--- src/rtl/inert_pkg.sv ---
// -----------------------------------------------------------------------------
// inert_pkg
// Shared types and constants for the inertial-sensor sequencer.
//   inert_state_t : sequencer state encoding (also exported on a debug port)
//   CFG_CMD0..2   : configuration writes, issued in index order after power-up
//   CMD_YL/CMD_YH : yaw-rate low/high byte reads (register address | read bit)
//   NUM_CFG       : number of configuration writes
//   cfg_cmd()     : index -> configuration command lookup
// -----------------------------------------------------------------------------
package inert_pkg;

   typedef enum logic [2:0] {
      PWRUP  = 3'd0,
      CFG    = 3'd1,
      CFG_W  = 3'd2,
      IDLE   = 3'd3,
      RD_L   = 3'd4,
      RD_L_W = 3'd5,
      RD_H   = 3'd6,
      RD_H_W = 3'd7
   } inert_state_t;

   localparam int          NUM_CFG  = 3;
   localparam logic [15:0] CFG_CMD0 = 16'h0D02;  // INT on gyro data ready
   localparam logic [15:0] CFG_CMD1 = 16'h1160;  // gyro ODR 416 Hz
   localparam logic [15:0] CFG_CMD2 = 16'h1440;  // rounding
   localparam logic [15:0] CMD_YL   = 16'hA600;  // reg 0x26 | read
   localparam logic [15:0] CMD_YH   = 16'hA700;  // reg 0x27 | read

   function automatic logic [15:0] cfg_cmd(input logic [1:0] idx);
      logic [15:0] cmd;
      case (idx)
         2'd0:    cmd = CFG_CMD0;
         2'd1:    cmd = CFG_CMD1;
         default: cmd = CFG_CMD2;
      endcase
      return cmd;
   endfunction

endpackage

--- src/rtl/inert_ctrl_if.sv ---
// -----------------------------------------------------------------------------
// inert_ctrl_if
// Request channel between the sequencer (master) and the SPI monarch (slave).
//   spi_wrt     : one-cycle transaction start pulse (master -> slave)
//   spi_cmd     : 16-bit command word for the monarch's wt_data (master -> slave)
//   spi_done    : monarch done level (slave -> master)
//   spi_rd_data : monarch read data, only [7:0] carries the register byte
//
// Handshake: the master pulses spi_wrt for one cycle only while no transaction
// is outstanding, with spi_cmd loaded in that same cycle and held stable until
// completion. The slave drops spi_done after accepting spi_wrt and raises it
// at the end of the transaction; only the low-to-high transition of spi_done
// marks completion, a level left high from an earlier transfer never does.
// spi_rd_data is valid at that rising edge.
// -----------------------------------------------------------------------------
interface inert_ctrl_if;
   logic        spi_wrt;
   logic [15:0] spi_cmd;
   logic        spi_done;
   logic [15:0] spi_rd_data;

   modport master (
      output spi_wrt,
      output spi_cmd,
      input  spi_done,
      input  spi_rd_data
   );

   modport slave (
      input  spi_wrt,
      input  spi_cmd,
      output spi_done,
      output spi_rd_data
   );
endinterface

--- src/rtl/inert_int_sync.sv ---
// -----------------------------------------------------------------------------
// inert_int_sync
// Two-flop synchroniser plus rising-edge detect for an asynchronous strobe.
// Usable for any async sensor strobe, not only the data-ready interrupt.
//   clk      in  : destination clock
//   rst_n    in  : asynchronous active-low reset
//   async_in in  : asynchronous input strobe
//   rise     out : one-cycle pulse on a synchronised 0->1 transition
// -----------------------------------------------------------------------------
module inert_int_sync (
   input  logic clk,
   input  logic rst_n,
   input  logic async_in,
   output logic rise
);

   // [0],[1] are the synchroniser stages, [2] holds the previous synced value
   logic [2:0] sync_q, sync_d;

   always_comb begin
      sync_d = {sync_q[1:0], async_in};
   end

   always_ff @(posedge clk or negedge rst_n) begin
      if (!rst_n) begin
         sync_q <= 3'b000;
      end else begin
         sync_q <= sync_d;
      end
   end

   assign rise = sync_q[1] & ~sync_q[2];

endmodule

--- src/rtl/inert_ctrl.sv ---
// -----------------------------------------------------------------------------
// inert_ctrl
// Sequencer for the SPI monarch talking to the inertial sensor. Waits for
// sensor power-up, writes the configuration table, then services each
// data-ready interrupt by reading the yaw-rate low and high bytes and
// presenting the 16-bit result with a one-cycle valid pulse.
//
// Parameters:
//   PWRUP_W : power-up counter width; first command issues 2^PWRUP_W clocks
//             after reset release
//   TMO_W   : transaction watchdog width (only with INERT_TMO_EN)
//
// Ports:
//   clk, rst_n : clock, asynchronous active-low reset
//   INT        : asynchronous active-high sensor data-ready
//   spi        : master side of inert_ctrl_if (spi_wrt, spi_cmd, spi_done,
//                spi_rd_data)
//   yaw_rt     : signed yaw rate {high byte, low byte}
//   vld        : one-cycle pulse, yaw_rt updated
//   cfg_done   : level, configuration complete
//   err        : sticky watchdog error flag
//   state      : debug view of the sequencer state
//
// Build option: define INERT_TMO_EN to add the transaction watchdog. When it
// expires an outstanding transfer is abandoned and err is set; without it err
// is tied low.
// -----------------------------------------------------------------------------
module inert_ctrl
   import inert_pkg::*;
#(
   parameter int PWRUP_W = 16,
   parameter int TMO_W   = 12
) (
   input  logic         clk,
   input  logic         rst_n,
   input  logic         INT,
   inert_ctrl_if.master spi,
   output logic [15:0]  yaw_rt,
   output logic         vld,
   output logic         cfg_done,
   output logic         err,
   output inert_state_t state
);

   inert_state_t       state_q, state_d;
   logic [PWRUP_W-1:0] pwr_cnt_q, pwr_cnt_d;
   logic [1:0]         idx_q, idx_d;
   logic               int_pend_q, int_pend_d;
   logic               spi_done_q, spi_done_d;
   logic [7:0]         low_q, low_d;
   logic [15:0]        yaw_q, yaw_d;
   logic               vld_q, vld_d;
   logic               cfg_done_q, cfg_done_d;
   logic               spi_wrt_q, spi_wrt_d;
   logic [15:0]        spi_cmd_q, spi_cmd_d;

   logic int_rise;
   logic done_rise;
   logic tmo_hit;
   logic tmo_abort;

   inert_int_sync u_int_sync (
      .clk      (clk),
      .rst_n    (rst_n),
      .async_in (INT),
      .rise     (int_rise)
   );

   // Completion is the rising edge only; a done level left high by the
   // previous transfer must not advance the sequencer.
   assign done_rise = spi.spi_done & ~spi_done_q;

   always_comb begin
      state_d    = state_q;
      pwr_cnt_d  = pwr_cnt_q;
      idx_d      = idx_q;
      low_d      = low_q;
      yaw_d      = yaw_q;
      vld_d      = 1'b0;
      cfg_done_d = cfg_done_q;
      spi_done_d = spi.spi_done;
      tmo_abort  = 1'b0;

      case (state_q)
         PWRUP: begin
            pwr_cnt_d = pwr_cnt_q + PWRUP_W'(1);
            if (pwr_cnt_q == '1) state_d = CFG;
         end
         CFG: state_d = CFG_W;
         CFG_W: begin
            if (done_rise) begin
               if (idx_q == 2'(NUM_CFG - 1)) begin
                  cfg_done_d = 1'b1;
                  state_d    = IDLE;
               end else begin
                  idx_d   = idx_q + 2'd1;
                  state_d = CFG;
               end
            end else if (tmo_hit) begin
               // retry the same table entry
               tmo_abort = 1'b1;
               state_d   = CFG;
            end
         end
         IDLE: begin
            if (int_pend_q) state_d = RD_L;
         end
         RD_L: state_d = RD_L_W;
         RD_L_W: begin
            if (done_rise) begin
               low_d   = spi.spi_rd_data[7:0];
               state_d = RD_H;
            end else if (tmo_hit) begin
               tmo_abort = 1'b1;
               state_d   = IDLE;
            end
         end
         RD_H: state_d = RD_H_W;
         RD_H_W: begin
            if (done_rise) begin
               // yaw_rt only ever moves together with vld
               yaw_d   = {spi.spi_rd_data[7:0], low_q};
               vld_d   = 1'b1;
               state_d = IDLE;
            end else if (tmo_hit) begin
               tmo_abort = 1'b1;
               state_d   = IDLE;
            end
         end
         default: state_d = PWRUP;
      endcase

      // Start pulse and command word are registered together on entry to a
      // command state, so the command is stable from the start pulse onward.
      spi_wrt_d = (state_d == CFG) || (state_d == RD_L) || (state_d == RD_H);
      spi_cmd_d = spi_cmd_q;
      case (state_d)
         CFG:     spi_cmd_d = cfg_cmd(idx_d);
         RD_L:    spi_cmd_d = CMD_YL;
         RD_H:    spi_cmd_d = CMD_YH;
         default: spi_cmd_d = spi_cmd_q;
      endcase

      // Rises before configuration completes are dropped. A rise arriving
      // during a read re-arms the pending flag, so any number of rises during
      // one read collapse into a single follow-up read.
      if (!cfg_done_q) begin
         int_pend_d = 1'b0;
      end else if (int_rise) begin
         int_pend_d = 1'b1;
      end else if ((state_q == IDLE) && (state_d == RD_L)) begin
         int_pend_d = 1'b0;
      end else begin
         int_pend_d = int_pend_q;
      end
   end

`ifdef INERT_TMO_EN
   logic [TMO_W-1:0] tmo_q, tmo_d;
   logic             err_q, err_d;

   always_comb begin
      tmo_d = tmo_q;
      if (spi_wrt_d) begin
         tmo_d = '0;
      end else if ((state_q == CFG_W) || (state_q == RD_L_W) || (state_q == RD_H_W)) begin
         tmo_d = tmo_q + TMO_W'(1);
      end
      err_d = err_q | tmo_abort;
   end

   assign tmo_hit = (tmo_q == '1);
   assign err     = err_q;
`else
   logic unused_tmo_abort;
   localparam int unused_tmo_w = TMO_W;

   assign tmo_hit          = 1'b0;
   assign unused_tmo_abort = tmo_abort;
   assign err              = 1'b0;
`endif

   always_ff @(posedge clk or negedge rst_n) begin
      if (!rst_n) begin
         state_q    <= PWRUP;
         pwr_cnt_q  <= '0;
         idx_q      <= 2'd0;
         int_pend_q <= 1'b0;
         spi_done_q <= 1'b0;
         low_q      <= 8'h00;
         yaw_q      <= 16'h0000;
         vld_q      <= 1'b0;
         cfg_done_q <= 1'b0;
         spi_wrt_q  <= 1'b0;
         spi_cmd_q  <= 16'h0000;
`ifdef INERT_TMO_EN
         tmo_q      <= '0;
         err_q      <= 1'b0;
`endif
      end else begin
         state_q    <= state_d;
         pwr_cnt_q  <= pwr_cnt_d;
         idx_q      <= idx_d;
         int_pend_q <= int_pend_d;
         spi_done_q <= spi_done_d;
         low_q      <= low_d;
         yaw_q      <= yaw_d;
         vld_q      <= vld_d;
         cfg_done_q <= cfg_done_d;
         spi_wrt_q  <= spi_wrt_d;
         spi_cmd_q  <= spi_cmd_d;
`ifdef INERT_TMO_EN
         tmo_q      <= tmo_d;
         err_q      <= err_d;
`endif
      end
   end

   assign spi.spi_wrt = spi_wrt_q;
   assign spi.spi_cmd = spi_cmd_q;
   assign yaw_rt      = yaw_q;
   assign vld         = vld_q;
   assign cfg_done    = cfg_done_q;
   assign state       = state_q;

endmodule

--- src/flat_wrapper.sv ---
// flat-port wrapper written by rule: the top's interface ports become plain ports
module inert_ctrl_flat import inert_pkg::*;
#(
   parameter int PWRUP_W = 16,
   parameter int TMO_W   = 12
)
  (clk, rst_n, INT, yaw_rt, vld, cfg_done, err, state, spi_spi_wrt, spi_spi_cmd, spi_spi_done, spi_spi_rd_data);
  inert_ctrl_if spi_i ();
  input  logic clk;
  input  logic rst_n;
  input  logic INT;
  output logic [15:0] yaw_rt;
  output logic vld;
  output logic cfg_done;
  output logic err;
  output inert_state_t state;
  output wire logic [$bits(spi_i.spi_wrt)-1:0] spi_spi_wrt;
  output wire logic [$bits(spi_i.spi_cmd)-1:0] spi_spi_cmd;
  input wire logic [$bits(spi_i.spi_done)-1:0] spi_spi_done;
  input wire logic [$bits(spi_i.spi_rd_data)-1:0] spi_spi_rd_data;
  assign spi_spi_wrt = spi_i.spi_wrt;
  assign spi_spi_cmd = spi_i.spi_cmd;
  assign spi_i.spi_done = spi_spi_done;
  assign spi_i.spi_rd_data = spi_spi_rd_data;
  inert_ctrl #(.PWRUP_W(PWRUP_W), .TMO_W(TMO_W)) u_core (.clk(clk), .rst_n(rst_n), .INT(INT), .spi(spi_i), .yaw_rt(yaw_rt), .vld(vld), .cfg_done(cfg_done), .err(err), .state(state));
endmodule
--- config.mk ---
export PLATFORM = sky130hd
export DESIGN_NAME = inert_ctrl_flat
export DESIGN_NICKNAME = d
export VERILOG_FILES = /design/src/rtl/inert_pkg.sv /design/src/rtl/inert_ctrl_if.sv /design/src/rtl/inert_int_sync.sv /design/src/rtl/inert_ctrl.sv /design/src/flat_wrapper.sv
export SDC_FILE = /design/constraint.sdc
export NUM_CORES = 1
export LEC_CHECK = 0
export ABC_AREA = 1
export CAP_MARGIN = 20
export CORE_UTILIZATION = 45
export DETAILED_ROUTE_END_ITERATION = 8
export GPL_TIMING_DRIVEN = 0
export PLACE_DENSITY_LB_ADDON = 0.15
export SETUP_SLACK_MARGIN = 0.2
export SLEW_MARGIN = 5
export SYNTH_ARGS = -nofsm -noshare
export SYNTH_HDL_FRONTEND = slang
export SYNTH_HIERARCHICAL = 1
export SYNTH_SLANG_ARGS = --single-unit
--- constraint.sdc ---
create_clock -name clk -period 1.7 [get_ports clk]
set_clock_uncertainty 0.15 [all_clocks]
set_input_delay 0.51 -clock clk [delete_from_list [all_inputs] [get_ports clk]]
set_output_delay 0.51 -clock clk [all_outputs]
set_load 0.02 [all_outputs]
==> out/qor.csv <==
metric;value;unit
timing.critical_path.mode_cell;buf_6;
cts_buffer_depth;2;
req_time_crit_path;1.04;ns
first_iter_violations;124;
grt_setup_unrepaired;true;
dp_worst_setup_slack;-0.558;ns
synth_sequential_area_ratio;0.556;
io_pins;59;
netlist_instances;286;
ys_seq_elements;59;
crit_family;flip-flops;
leakagePower;2.14;nW
utilization;0.712;
final-seq-area;1480;um2
grt.total_usage;0.200;
setup.worst_path.start;u_core/state[1]$_DFF_PN0_;
wire_per_inst;13.0;um
timing.final.setup_violations;1;
final_max_slew_viol_count;0;
layout_min_cycle_time;1.71;ns
drt_drc_violations_left;0;
initial_antenna_violation_count;0;
post-route-period-util;1.00;
reg2reg_from;u_core/state[2]$_DFF_PN0_;
cts_inserted_buffers;9;
cp-end-kind;output port;
endpoints_failing_hold;0;
initial_core_util;0.473;
grt_start_max_net_pins;39;
place_hpwl;3.53;mm
share_of_cells_above_drive_strength_1;0.399;
synth.avg_cell_area;9.28;um2
detail-route-antenna-nets;0;
globalRouteOverflowTotal;0;
violated_checks;setup timing;
drt_pre_antenna_iters;5;
first_global_vias;2102;
flow.area_growth_from_synthesis;50.5;%
critical-path-max-stage-delay;0.46;ns
worst_skew_pair.late_latency;0.34;ns
routed_wirelength;6.01;mm
cpMaxStageDelayCell;dfrtp_2;
design.final.nets;409;
max-vdd-ir-drop;0.547;mV
tritoncts_num_sinks;59;
core.rowCount;27;
maxSlewHeadroom;0.647;
p_per_area;741;nW/um2
gp_congestion;0.772;
fin_ws;-0.00716;ns
antenna_diode_instance_count;0;
clk_slew_on_worst_s_h_paths;0.06;ns
number_of_buffer_and_inverter_instances_along_the_worst_setup_path;2;
tritoncts_clock_tree;built;
result_of_the_run;complete, but fails checks;
tightestPinTransition;0.529;ns
input_output_buffers;43;
chipWidth;78.8;um
synth_area;2650;um2
drv_cap;0;
multiInputGateArea;1120;um2
die-area;6210;um2
route.detailed.vias_per_inst;4.66;
ys_types;28;
worst_ep_arrival_time;1.05;ns
num-fill-cells;436;
critical_path.max_fanout;5;
critical_path.cell_chain;buf_6, buf_6;
grt_first_pass_wirelength;9.40;mm
startpoint_type;flop;
die_height;78.8;um
startpoint_to_endpoint_class_of_the_critical_path;flop to output port;
core_ar;5610;um2
route.vias.total;2159;
root_buffer;clkbuf_8;
synth-warning-count;6;
timing.fmax;586;MHz
cts.htree.levels;3;
min_path_type;input pin to asynchronous set/reset pin;
per-stage QoR:
stage	power, mW	hold WS [ns]	cell area, um2	cells	setup TNS [ns]
after global routing	3.05	0.0339	4000	463	-0.767
final	2.96	0.000284	4000	463	-0.00716
after detailed placement	1.53	0.185	3230	408	-16.83
after CTS	2.97	0.0231	3780	448	0
after floorplan	1.47	0.0644	2690	292	0
after global placement	1.53	0.187	3210	407	-130.98
worst register-to-register path, cell delays in order (launching register included):
cell and delay, ns:
dfrtp_2 0.47, buf_6 0.15, inv_4 0.06, nand2_1 0.07, nand2_1 0.08, nand2_1 0.06, inv_1 0.06, nand2_2 0.06
nor2_4 0.12, nand3_4 0.15, nand2_4 0.10, nand2_1 0.05, nand2_1 0.05
sequential cells by signal, summed over array words and instances (netlist names), 2 cells and up:
| register | cells |
|---|---|
| u_core/spi.spi_cmd | 6 |
| u_core/low_q | 8 |
| u_core/pwr_cnt_q | 16 |
| u_core/idx_q | 2 |
| u_core/u_int_sync/sync_q | 3 |
| u_core/state | 3 |
| u_core/yaw_rt | 16 |
logic make-up (layout without fill, tap and decap cells):
group	Yosys count	in the layout	share of synthesized area
xor+xnor	14	14	0.0462
flops	59	59	0.556
compound gates	21	21	0.0410
other cells	1	7	0.00141
buf+inv	48	147	0.0835
simple gates	140	140	0.257
fa+ha+maj	3	3	0.0141
worst paths after layout:
kind / end / slack [ns] / cells after the start
max in group asynchronous: u_core/state[2]$_DFF_PN0_ / 0.81 / 2
max: state[1] / -0.007 / 2
min reg2reg: u_core/u_int_sync/sync_q[1]$_DFF_PN0_ / 0.20 / 0
min: u_core/pwr_cnt_q[5]$_DFFE_PN0N_ / 0.0003 / 1
min in group clk: u_core/u_int_sync/sync_q[1]$_DFF_PN0_ / 0.20 / 0
max reg2reg: u_core/spi.spi_cmd[11]$_DFFE_PN0P_ / 0.01 / 12
where the power goes:
group          total, mW  leakage (nW)  switching (mW)  internal, mW
sequential          1.41         0.761         0.00264          1.41
combinational     0.0972          1.27          0.0576        0.0396
clock               1.45         0.113           0.547         0.903
area by class of cell:
cell class              instances  share of cell area
flip-flops and latches         59               0.370
multi-input cells             185               0.281
repair buffers                 83               0.200
clock buffers                  12              0.0388
plain buffers                  14              0.0348
inverters                      34              0.0345
well taps                      72              0.0225
clock inverters                 4              0.0182
routing by layer:
layer	track usage	vias up	wire length, um
met5	0	-	0
met4	0.104	0	138
met3	0.0460	13	317
met2	0.320	61	3000
met1	0.253	1015	2550
li1	-	1070	-
cell usage after synthesis:
cell type | n | share of area
xor2_1 | 9 | 0.030
nand3b_1 | 1 | 0.0028
o21a_1 | 1 | 0.0028
ha_1 | 3 | 0.014
buf_4 | 11 | 0.031
dfrtp_1 | 59 | 0.56
nor2_4 | 6 | 0.025
nand2_1 | 85 | 0.12
or2_2 | 1 | 0.0024
o21ai_0 | 17 | 0.032
nand3_1 | 11 | 0.021
nand4_1 | 3 | 0.0071
clkbuf_1 | 3 | 0.0042
nor2_2 | 3 | 0.0071
o22ai_1 | 1 | 0.0024
o21ai_1 | 2 | 0.0038
nand3_2 | 1 | 0.0038
nand2_4 | 2 | 0.0085
inv_2 | 2 | 0.0028
conb_1 | 1 | 0.0014
nor3_1 | 3 | 0.0057
clkinv_1 | 1 | 0.0014
nand3_4 | 2 | 0.013
nor2_1 | 16 | 0.023
inv_1 | 31 | 0.044
nand2_2 | 5 | 0.012
xnor2_1 | 5 | 0.017
nor3_4 | 1 | 0.0061
layout by cell type (no fill, tap or decap), types with 2 or more instances in the layout:
master,synthesis,routed
clkbuf_8,0,11
buf_8,0,2
clkdlybuf4s50_1,0,9
buf_4,11,38
nand2_1,85,78
o21ai_2,0,2
nor2_1,16,8
nor3_4,1,3
bufinv_16,0,2
xnor2_1,5,5
xor2_1,9,9
nand3_2,1,4
buf_2,0,3
dfrtp_2,0,3
inv_1,31,30
nand4_1,3,3
nand2_2,5,10
nand3_4,2,3
inv_4,0,2
dfrtp_1,59,56
conb_1,1,7
nand3_1,11,7
nor2_2,3,7
nor2_4,6,10
ha_1,3,2
buf_6,0,42
buf_12,0,2
o21ai_0,17,13
nand2_4,2,4
o21ai_1,2,4
what timing repair did:
action / 4_1_cts / 5_1_grt
endpoints found under the setup margin: 79 / 78
pin swaps: 16 / 9
hold buffers: 0 / 0
gates resized for setup: 216 / 37
gates cloned: 0 / 0
setup buffers: 24 / 15
Power figures use the tool's default switching activity.
